### config.mk
export PLATFORM = sky130hd
export DESIGN_NAME = cic_interpolator
export DESIGN_NICKNAME = d
export VERILOG_FILES = /design/src/rtl/cic_interpolator.sv
export SDC_FILE = /design/constraint.sdc
export NUM_CORES = 1
export LEC_CHECK = 0
export CAP_MARGIN = 10
export CORE_UTILIZATION = 60
export DETAILED_ROUTE_END_ITERATION = 8
export PLACE_DENSITY = 0.77
export SYNTH_ARGS = -nofsm -noshare
export SYNTH_HDL_FRONTEND = slang
export SYNTH_SLANG_ARGS = --single-unit
export TNS_END_PERCENT = 1
### constraint.sdc
create_clock -name clk -period 15.2 [get_ports clk]
set_input_delay 3.04 -clock clk [delete_from_list [all_inputs] [get_ports clk]]
set_output_delay 3.04 -clock clk [all_outputs]
set_load 0.05 [all_outputs]
### src/rtl/cic_interpolator.sv
// Four-stage CIC interpolator: low-rate comb section, zero-stuffing, high-rate integrators.
// Optional rounding/saturating output stage enabled by defining CIC_INT_ROUND_EN.
module cic_interpolator #(
   parameter int bit_width           = 20,
   parameter int interpolation_ratio = 16
) (
   input  logic              clk,
   input  logic              reset_n,
   input  logic              in_valid,
   input  logic signed [7:0] in,
   output logic              in_ready,
   output logic              out_valid,
   output logic signed [7:0] out,
   output logic              underrun
);
   localparam int         shift     = bit_width - 8;
   localparam logic [7:0] count_max = 8'(interpolation_ratio - 1);

   logic [7:0]                  count_r;
   logic                        accept_s;
   logic                        load_r;
   logic [4:0]                  valid_pipe_r;
   logic signed [bit_width-1:0] z_r [1:4];
   logic signed [bit_width-1:0] c_s [0:4];
   logic signed [bit_width-1:0] cz_r;
   logic signed [bit_width-1:0] u_s;
   logic signed [bit_width-1:0] i_r [1:4];
   logic signed [7:0]           out_s;

`ifdef CIC_INT_ROUND_EN
   localparam logic signed [bit_width:0] round_half = (bit_width + 1)'(64'sd1 <<< (shift - 1));
   logic signed [bit_width:0]   rnd_sum_s;
   logic signed [8:0]           rnd_q_s;
`endif

   assign accept_s = (count_r == 8'd0);
   assign in_ready = accept_s & reset_n;

   // Comb differences on the sample presented at the accept edge, plus zero-stuffed integrator input.
   always_comb begin
      if (in_valid) begin
         c_s[0] = {{(bit_width - 8){in[7]}}, in};
      end else begin
         c_s[0] = {bit_width{1'b0}};
      end
      for (int k = 1; k <= 4; k++) begin
         c_s[k] = c_s[k-1] - z_r[k];
      end
      if (load_r) begin
         u_s = cz_r;
      end else begin
         u_s = {bit_width{1'b0}};
      end
   end

   // Phase counter, low-rate comb registers, handshake status.
   always_ff @(posedge clk or negedge reset_n) begin
      if (!reset_n) begin
         count_r      <= 8'd0;
         load_r       <= 1'b0;
         valid_pipe_r <= 5'd0;
         out_valid    <= 1'b0;
         underrun     <= 1'b0;
         cz_r         <= {bit_width{1'b0}};
         for (int k = 1; k <= 4; k++) begin
            z_r[k] <= {bit_width{1'b0}};
         end
      end else begin
         count_r      <= (count_r == count_max) ? 8'd0 : count_r + 8'd1;
         load_r       <= accept_s;
         valid_pipe_r <= {valid_pipe_r[3:0], valid_pipe_r[0] | accept_s};
         out_valid    <= out_valid | valid_pipe_r[4];
         if (accept_s) begin
            for (int k = 1; k <= 4; k++) begin
               z_r[k] <= c_s[k-1];
            end
            cz_r <= c_s[4];
            if (!in_valid) begin
               underrun <= 1'b1;
            end
         end
      end
   end

   // Output scaling by R^3; the rounding build adds half an LSB and clips the top end.
   always_comb begin
`ifdef CIC_INT_ROUND_EN
      rnd_sum_s = {i_r[4][bit_width-1], i_r[4]} + round_half;
      rnd_q_s   = 9'(rnd_sum_s >>> shift);
      if (rnd_q_s > 9'sd127) begin
         out_s = 8'sd127;
      end else begin
         out_s = rnd_q_s[7:0];
      end
`else
      out_s = 8'(i_r[4] >>> shift);
`endif
   end

   // High-rate integrator pipeline and registered output; wrap-around cancels by design.
   always_ff @(posedge clk or negedge reset_n) begin
      if (!reset_n) begin
         for (int k = 1; k <= 4; k++) begin
            i_r[k] <= {bit_width{1'b0}};
         end
         out <= 8'sd0;
      end else begin
         i_r[1] <= i_r[1] + u_s;
         for (int k = 2; k <= 4; k++) begin
            i_r[k] <= i_r[k] + i_r[k-1];
         end
         out <= out_s;
      end
   end

endmodule

==> results.yml, run 1 <==
floorplan:
  die_x_um: 146
  design.die.area_um2: 21400
  num_rows: 52
  initial_core_util_pct: 61.6
  core_area_um2: 20300
  ioPinCount: 22
  chipHeight_um: 146
global_route:
  grt_antenna_before_repair: 0
  grt_overflow_total: 0
  grt_pass1_vias: 9210
  grt_pass1_wl_um: 41100
  global_route.usage.total_pct: 23.6
  grt_start_max_net_pins: 99
timing:
  max_freq_mhz: 102
  unrepaired_setup_endpoints_after_global_routing: "false"
  max_slew.worst_pin.slew_ns: 0.918
  normalized_max_slew_margin_pct: 38.8
  hold_violations: 0
  finClkSkew_ns: 0.0190
  fin_crit_ns: 9.78
  finalCritPeriodShare_pct: 64.3
  timing.final.max_slew_violations: 0
  setup_viol_count_final: 0
  final.setup.tns_ns: 0
critical_path:
  critical_path_cell_count: 35
  crit-reg2reg-capture: "cz_r[18]$_DFFE_PN0P_"
  crit-reg2reg-launch: "z_r[60]$_DFFE_PN0P_"
  crit_path_start_kind: "input port"
  startpoint: "in_valid"
  worst_path_dominant_cell_family: "compound AO/OA/AOI/OAI gates"
  cp_data_required_time_ns: 15.49
  cpMostUsedCell: "a21o_1"
  crit_path_max_fanout: 9
  setup.reg_to_reg.worst_slack_ns: 8.33
  slowest_delay_ns: 0.53
  reg2reg_depth: 33
  cell_with_the_biggest_individual_delay_on_the_critical_path: "clkdlybuf4s50_1"
  critPathKind: "in -> reg"
  end_kind: "register"
  cp.arrival_ns: 10.07
  crit_path_end: "cz_r[18]$_DFFE_PN0P_"
  cp.buffers_inverters: 2
final_layout:
  post_route_cells_drive_above_1_share_pct: 4.86
  area_delta_synth_final_pct: 8.88
  antenna_cells: 0
  nNetsFinal: 1530
cts:
  cts.repair.resized: 0
  cts.sinks: 192
  postCtsSetupBuffers: 0
  cts_tree: "done"
  clock_tree.root_cell: "clkbuf_16"
  cts.reportedPaths.clkPinSlew_ns: 0.08
  holdBufCountCts: 0
  cts-buffers-inserted: 17
  clk_latency_ns: 0.45
  clockBufferDepth: 2
  htree_levels: 4
yosys:
  gate_count_of_the_mapped_netlist: 1341
  synth_ff_type: "dfrtp_1"
  yosys_register_bits: 192
  syn_area_per_cell_um2: 9.32
  most_common_cell_in_the_synthesized_netlist: "dfrtp_1"
  unique_masters_post_synth: 66
  yosysWarnings: 0
  synth.cells.most_frequent: "dfrtp_1 (192), ha_1 (144), nand2_1 (139)"
  number_of_enable_flip_flop_cells_after_synthesis: 0
  most_area_hungry_cell_type_in_the_yosys_netlist: "dfrtp_1"
  mappedNetlistArea_um2: 12500
  synth.area.top_cells: "dfrtp_1 (38%), ha_1 (14%), xnor2_1 (6.1%)"
  number_of_nets_in_the_synthesized_netlist: 1506
  synth_seq_area_share_pct: 38.4
  synth_top_area_share_pct: 38.4
  ys_async_sr_fraction_pct: 100
routing:
  avgViaCountPerCell: 5.60
  final_antenna_net_count: 0
  wl_per_cell_um: 14.3
  routed_wirelength_um: 23500
  number_of_search_and_repair_iterations_in_the_first_detailed_routing_pass: 5
  via_count: 9225
  detail_route.drc_violations: 0
  first_iter_violations: 340
status:
  run_status: "complete, no violations"
placed_design:
  port_bufs: 21
  gp_congestion: 0.881
  dp_hpwl_um: 17700
run:
  max-cap-violations: 0
min_path:
  hold_path_class: "reg -> reg"
## per-stage QoR
step	area (um2)	setup slack [ns]	instances	hold slack [ns]	utilization, %
3_5_place_dp	13000	5.01	1616	0.339	64.1
5_1_grt	13600	4.86	1648	0.360	67.0
6_report	13600	5.42	1648	0.354	67.0
4_1_cts	13600	5.44	1648	0.357	67.0
3_3_place_gp	13000	5.17	1616	0.333	64.1
2_1_floorplan	12500	6.13	1341	0.331	-
## cells by family (layout without fill, tap and decap cells)
group	Yosys count	in the layout	synth area share (%)
adder cells (fa/ha/maj)	154	154	16.0
AO/OA/AOI/OAI	379	379	18.9
AND/OR/NAND/NOR	356	356	13.5
multiplexers	6	6	0.531
XOR/XNOR	120	120	8.53
flip-flops	192	192	38.4
buffers and inverters	134	171	4.03
## how the worst min path moves through the flow
stage | from | endpoint | depth (start not counted)
after global routing | valid_pipe_r[2]$_DFF_PN0_ | valid_pipe_r[3]$_DFF_PN0_ | 0
after CTS | valid_pipe_r[2]$_DFF_PN0_ | valid_pipe_r[3]$_DFF_PN0_ | 0
final | valid_pipe_r[2]$_DFF_PN0_ | valid_pipe_r[3]$_DFF_PN0_ | 0
after detailed placement | valid_pipe_r[2]$_DFF_PN0_ | valid_pipe_r[3]$_DFF_PN0_ | 0
after global placement | valid_pipe_r[2]$_DFF_PN0_ | valid_pipe_r[3]$_DFF_PN0_ | 0
after floorplan | valid_pipe_r[1]$_DFF_PN0_ | valid_pipe_r[2]$_DFF_PN0_ | 0
## flip-flops by register name, summed over array words and instances (netlist names)
register	cells
i_r	80
z_r	68
cz_r	20
count_r	8
out	8
valid_pipe_r	5
load_r	1
out_valid	1
underrun	1
## layer usage
| metal | GRT usage [%] | routed length [um] |
|---|---|---|
| met1 | 28.1 | 10500 |
| met2 | 42.7 | 12100 |
| met3 | 4.25 | 467 |
| met4 | 7.81 | 484 |
| met5 | 0 | 0 |
## cell type report
type                       instances  area [um2]
multi-input combinational       1015        7190
tap                              270         338
clock buffer                      17         425
timing repair buffer              25         244
sequential                       192        4800
fill                            1649        6690
inverter                         114         428
clock inverter                    15         174
## placed cells by master (no fill, tap or decap), drive strengths merged, types with 9 or more instances in the layout
cell and count:
nor3 16, a21boi 16, nor2b 15, and3 11, inv 120, fa 10
a31oi 9, nand2b 24, or3 9, ha 144, o31ai 9, dfrtp 192
o21ai 135, xor2 32, o21a 21, and2 29, xnor2 87, clkbuf 18
nand2 139, a21oi 95, a21o 42, clkdlybuf4s50 20, o21bai 12, nor2 73
nand3 15
Power of run 1 is left out: the tool's default activity adds up to more than one toggle a clock period on the data nets, which glitch-free logic cannot reach.
==> run 2: changes to the inputs <==
Clock period 15.2 ns to 9.9 ns, I/O delays scaled along.
==> run 2 against run 1 <==
  * First-iteration DRC count grew 0.29%
  * Clock-buffer cell count is the same
  * Cell area is essentially flat
  * Largest cell class unchanged
  * Wire length grew 0.94%
  * Cell count is the same
  * Clock skew shrank 0.0033 ns
  * Critical endpoint unchanged
  * Sequential cell count is the same
  * Global-route usage grew 0.15 points
  * Sequential share of layout area is essentially flat
  * Register-to-register slack lost 5.3 ns
  * Critical path depth is the same
==> results.yml, run 2 (same netlist as run 1, synthesis figures left out) <==
status:
  run_status: "complete, no violations"
critical_path:
  cp.arrival_ns: 9.03
  crit-reg2reg-capture: "cz_r[18]$_DFFE_PN0P_"
  slowest_delay_ns: 0.53
  crit_path_max_fanout: 9
  reg2reg_depth: 33
  worst_path_dominant_cell_family: "compound AO/OA/AOI/OAI gates"
  setup.reg_to_reg.worst_slack_ns: 3.01
  crit_path_start_kind: "input port"
  cp_data_required_time_ns: 10.20
  cp.buffers_inverters: 2
  critPathKind: "in -> reg"
  cell_with_the_biggest_individual_delay_on_the_critical_path: "clkdlybuf4s50_1"
  cpMostUsedCell: "a21o_1"
  crit-reg2reg-launch: "z_r[60]$_DFFE_PN0P_"
  end_kind: "register"
timing:
  max_slew.worst_pin.slew_ns: 0.928
  unrepaired_setup_endpoints_after_global_routing: "false"
  normalized_max_slew_margin_pct: 38.1
  fin_crit_ns: 8.73
  setup_slack_ns: 1.17
  finClkSkew_ns: 0.0157
  setup_viol_count_final: 0
  finalCritPeriodShare_pct: 88.2
  timing.final.max_slew_violations: 0
  hold_violations: 0
  final.setup.tns_ns: 0
  max_freq_mhz: 115
routing:
  routed_wirelength_um: 23800
  number_of_search_and_repair_iterations_in_the_first_detailed_routing_pass: 4
  via_count: 9253
  first_iter_violations: 341
  wl_per_cell_um: 14.4
  detail_route.drc_violations: 0
  avgViaCountPerCell: 5.61
  final_antenna_net_count: 0
final_layout:
  biggest_regs: "i_r x80, z_r x68, cz_r x20"
  largest_register: "i_r"
  final_cell_mix: "dfrtp_1 (192), ha_1 (144), nand2_1 (139)"
  final_cells: 1648
  fillers: 1647
  nNetsFinal: 1530
  largest_reg_flops: 80
  final_design_area_no_fill_um2: 13600
  antenna_cells: 0
  post_route_cells_drive_above_1_share_pct: 4.86
  layout.cells.most_common: "dfrtp_1"
  area_delta_synth_final_pct: 8.98
global_route:
  grt_pass1_vias: 9431
  grt_start_max_net_pins: 99
  grt_pass1_wl_um: 41400
  grt_overflow_total: 0
  grt_antenna_before_repair: 0
  global_route.usage.total_pct: 23.7
cts:
  cts-buffers-inserted: 17
  clockBufferDepth: 2
  holdBufCountCts: 0
  htree_levels: 4
  clock_tree.root_cell: "clkbuf_16"
  cts.repair.resized: 0
  cts.reportedPaths.clkPinSlew_ns: 0.08
  postCtsSetupBuffers: 0
  cts.sinks: 192
  clk_latency_ns: 0.45
  cts_tree: "done"
floorplan:
  initial_core_util_pct: 61.6
  num_rows: 52
  chipHeight_um: 146
  design.die.area_um2: 21400
  die_x_um: 146
  core_area_um2: 20300
  ioPinCount: 22
min_path:
  hold_path_class: "reg -> reg"
  min_from: "valid_pipe_r[2]$_DFF_PN0_"
  worst_hold_path.endpoint: "valid_pipe_r[3]$_DFF_PN0_"
  timing.hold.worst_path_depth: 0
placed_design:
  dp_cells: 1616
  dp_hpwl_um: 17800
  port_bufs: 21
  placement.setup.worst_slack_ns: 0.739
  gp_congestion: 0.881
  placed_standard_cell_area_um2: 13000
run:
  max-cap-violations: 0
==> run 2: cell types whose count changed in the layout (fill, tap and decap cells not counted) <==
cell	before	now
clkinv_8	5	6
inv_8	3	4
clkinvlp_4	2	0
==> run 2: worst register-to-register path: cells and delay by family (launching register included) <==
family,cells,cell delay (ns)
AOI/OAI and AO/OA,15,2.88
adders and majority gates,6,2.05
and+or+nand+nor,8,0.89
xor gates and xnor gates,3,0.53
DFF,1,0.36
buffers and inverters,1,0.06
==> run 2: worst max-delay path by stage <==
| stage | start | depth (start not counted) | endpoint |
|---|---|---|---|
| 3_3_place_gp | in_valid | 35 | cz_r[18]$_DFFE_PN0P_ |
| 5_1_grt | in_valid | 35 | cz_r[18]$_DFFE_PN0P_ |
| 4_1_cts | in_valid | 35 | cz_r[18]$_DFFE_PN0P_ |
| 2_1_floorplan | in[0] | 34 | cz_r[18]$_DFFE_PN0P_ |
| 6_report | in_valid | 35 | cz_r[18]$_DFFE_PN0P_ |
| 3_5_place_dp | in_valid | 35 | cz_r[18]$_DFFE_PN0P_ |
==> run 2: area by class of cell <==
type | instances | area [um2] | share of cell area, %
clock buffer | 17 | 425 | 3.12
clock inverter | 15 | 186 | 1.37
inverter | 114 | 428 | 3.14
multi-input combinational | 1015 | 7190 | 52.8
sequential | 192 | 4800 | 35.3
tap | 270 | 338 | 2.48
timing repair buffer | 25 | 244 | 1.79
==> run 2: metrics by stage <==
| stage | hold slack, ns | utilization, % |
|---|---|---|
| after floorplan | 0.331 | - |
| after global placement | 0.333 | 64.1 |
| after detailed placement | 0.339 | 64.1 |
| after CTS | 0.357 | 67.1 |
| after global routing | 0.360 | 67.1 |
| final | 0.355 | 67.1 |
==> run 2: metal layers <==
metal  global-route usage (%)  vias to the layer above  part of all wire [%]
met5                        0                        -                     0
met3                     4.47                       45                   2.5
li1                         -                     4696                     -
met2                     42.6                      114                    50
met1                     27.8                     4398                    44
met4                     9.58                        0                   2.6
Power of run 2 is left out for the same reason.
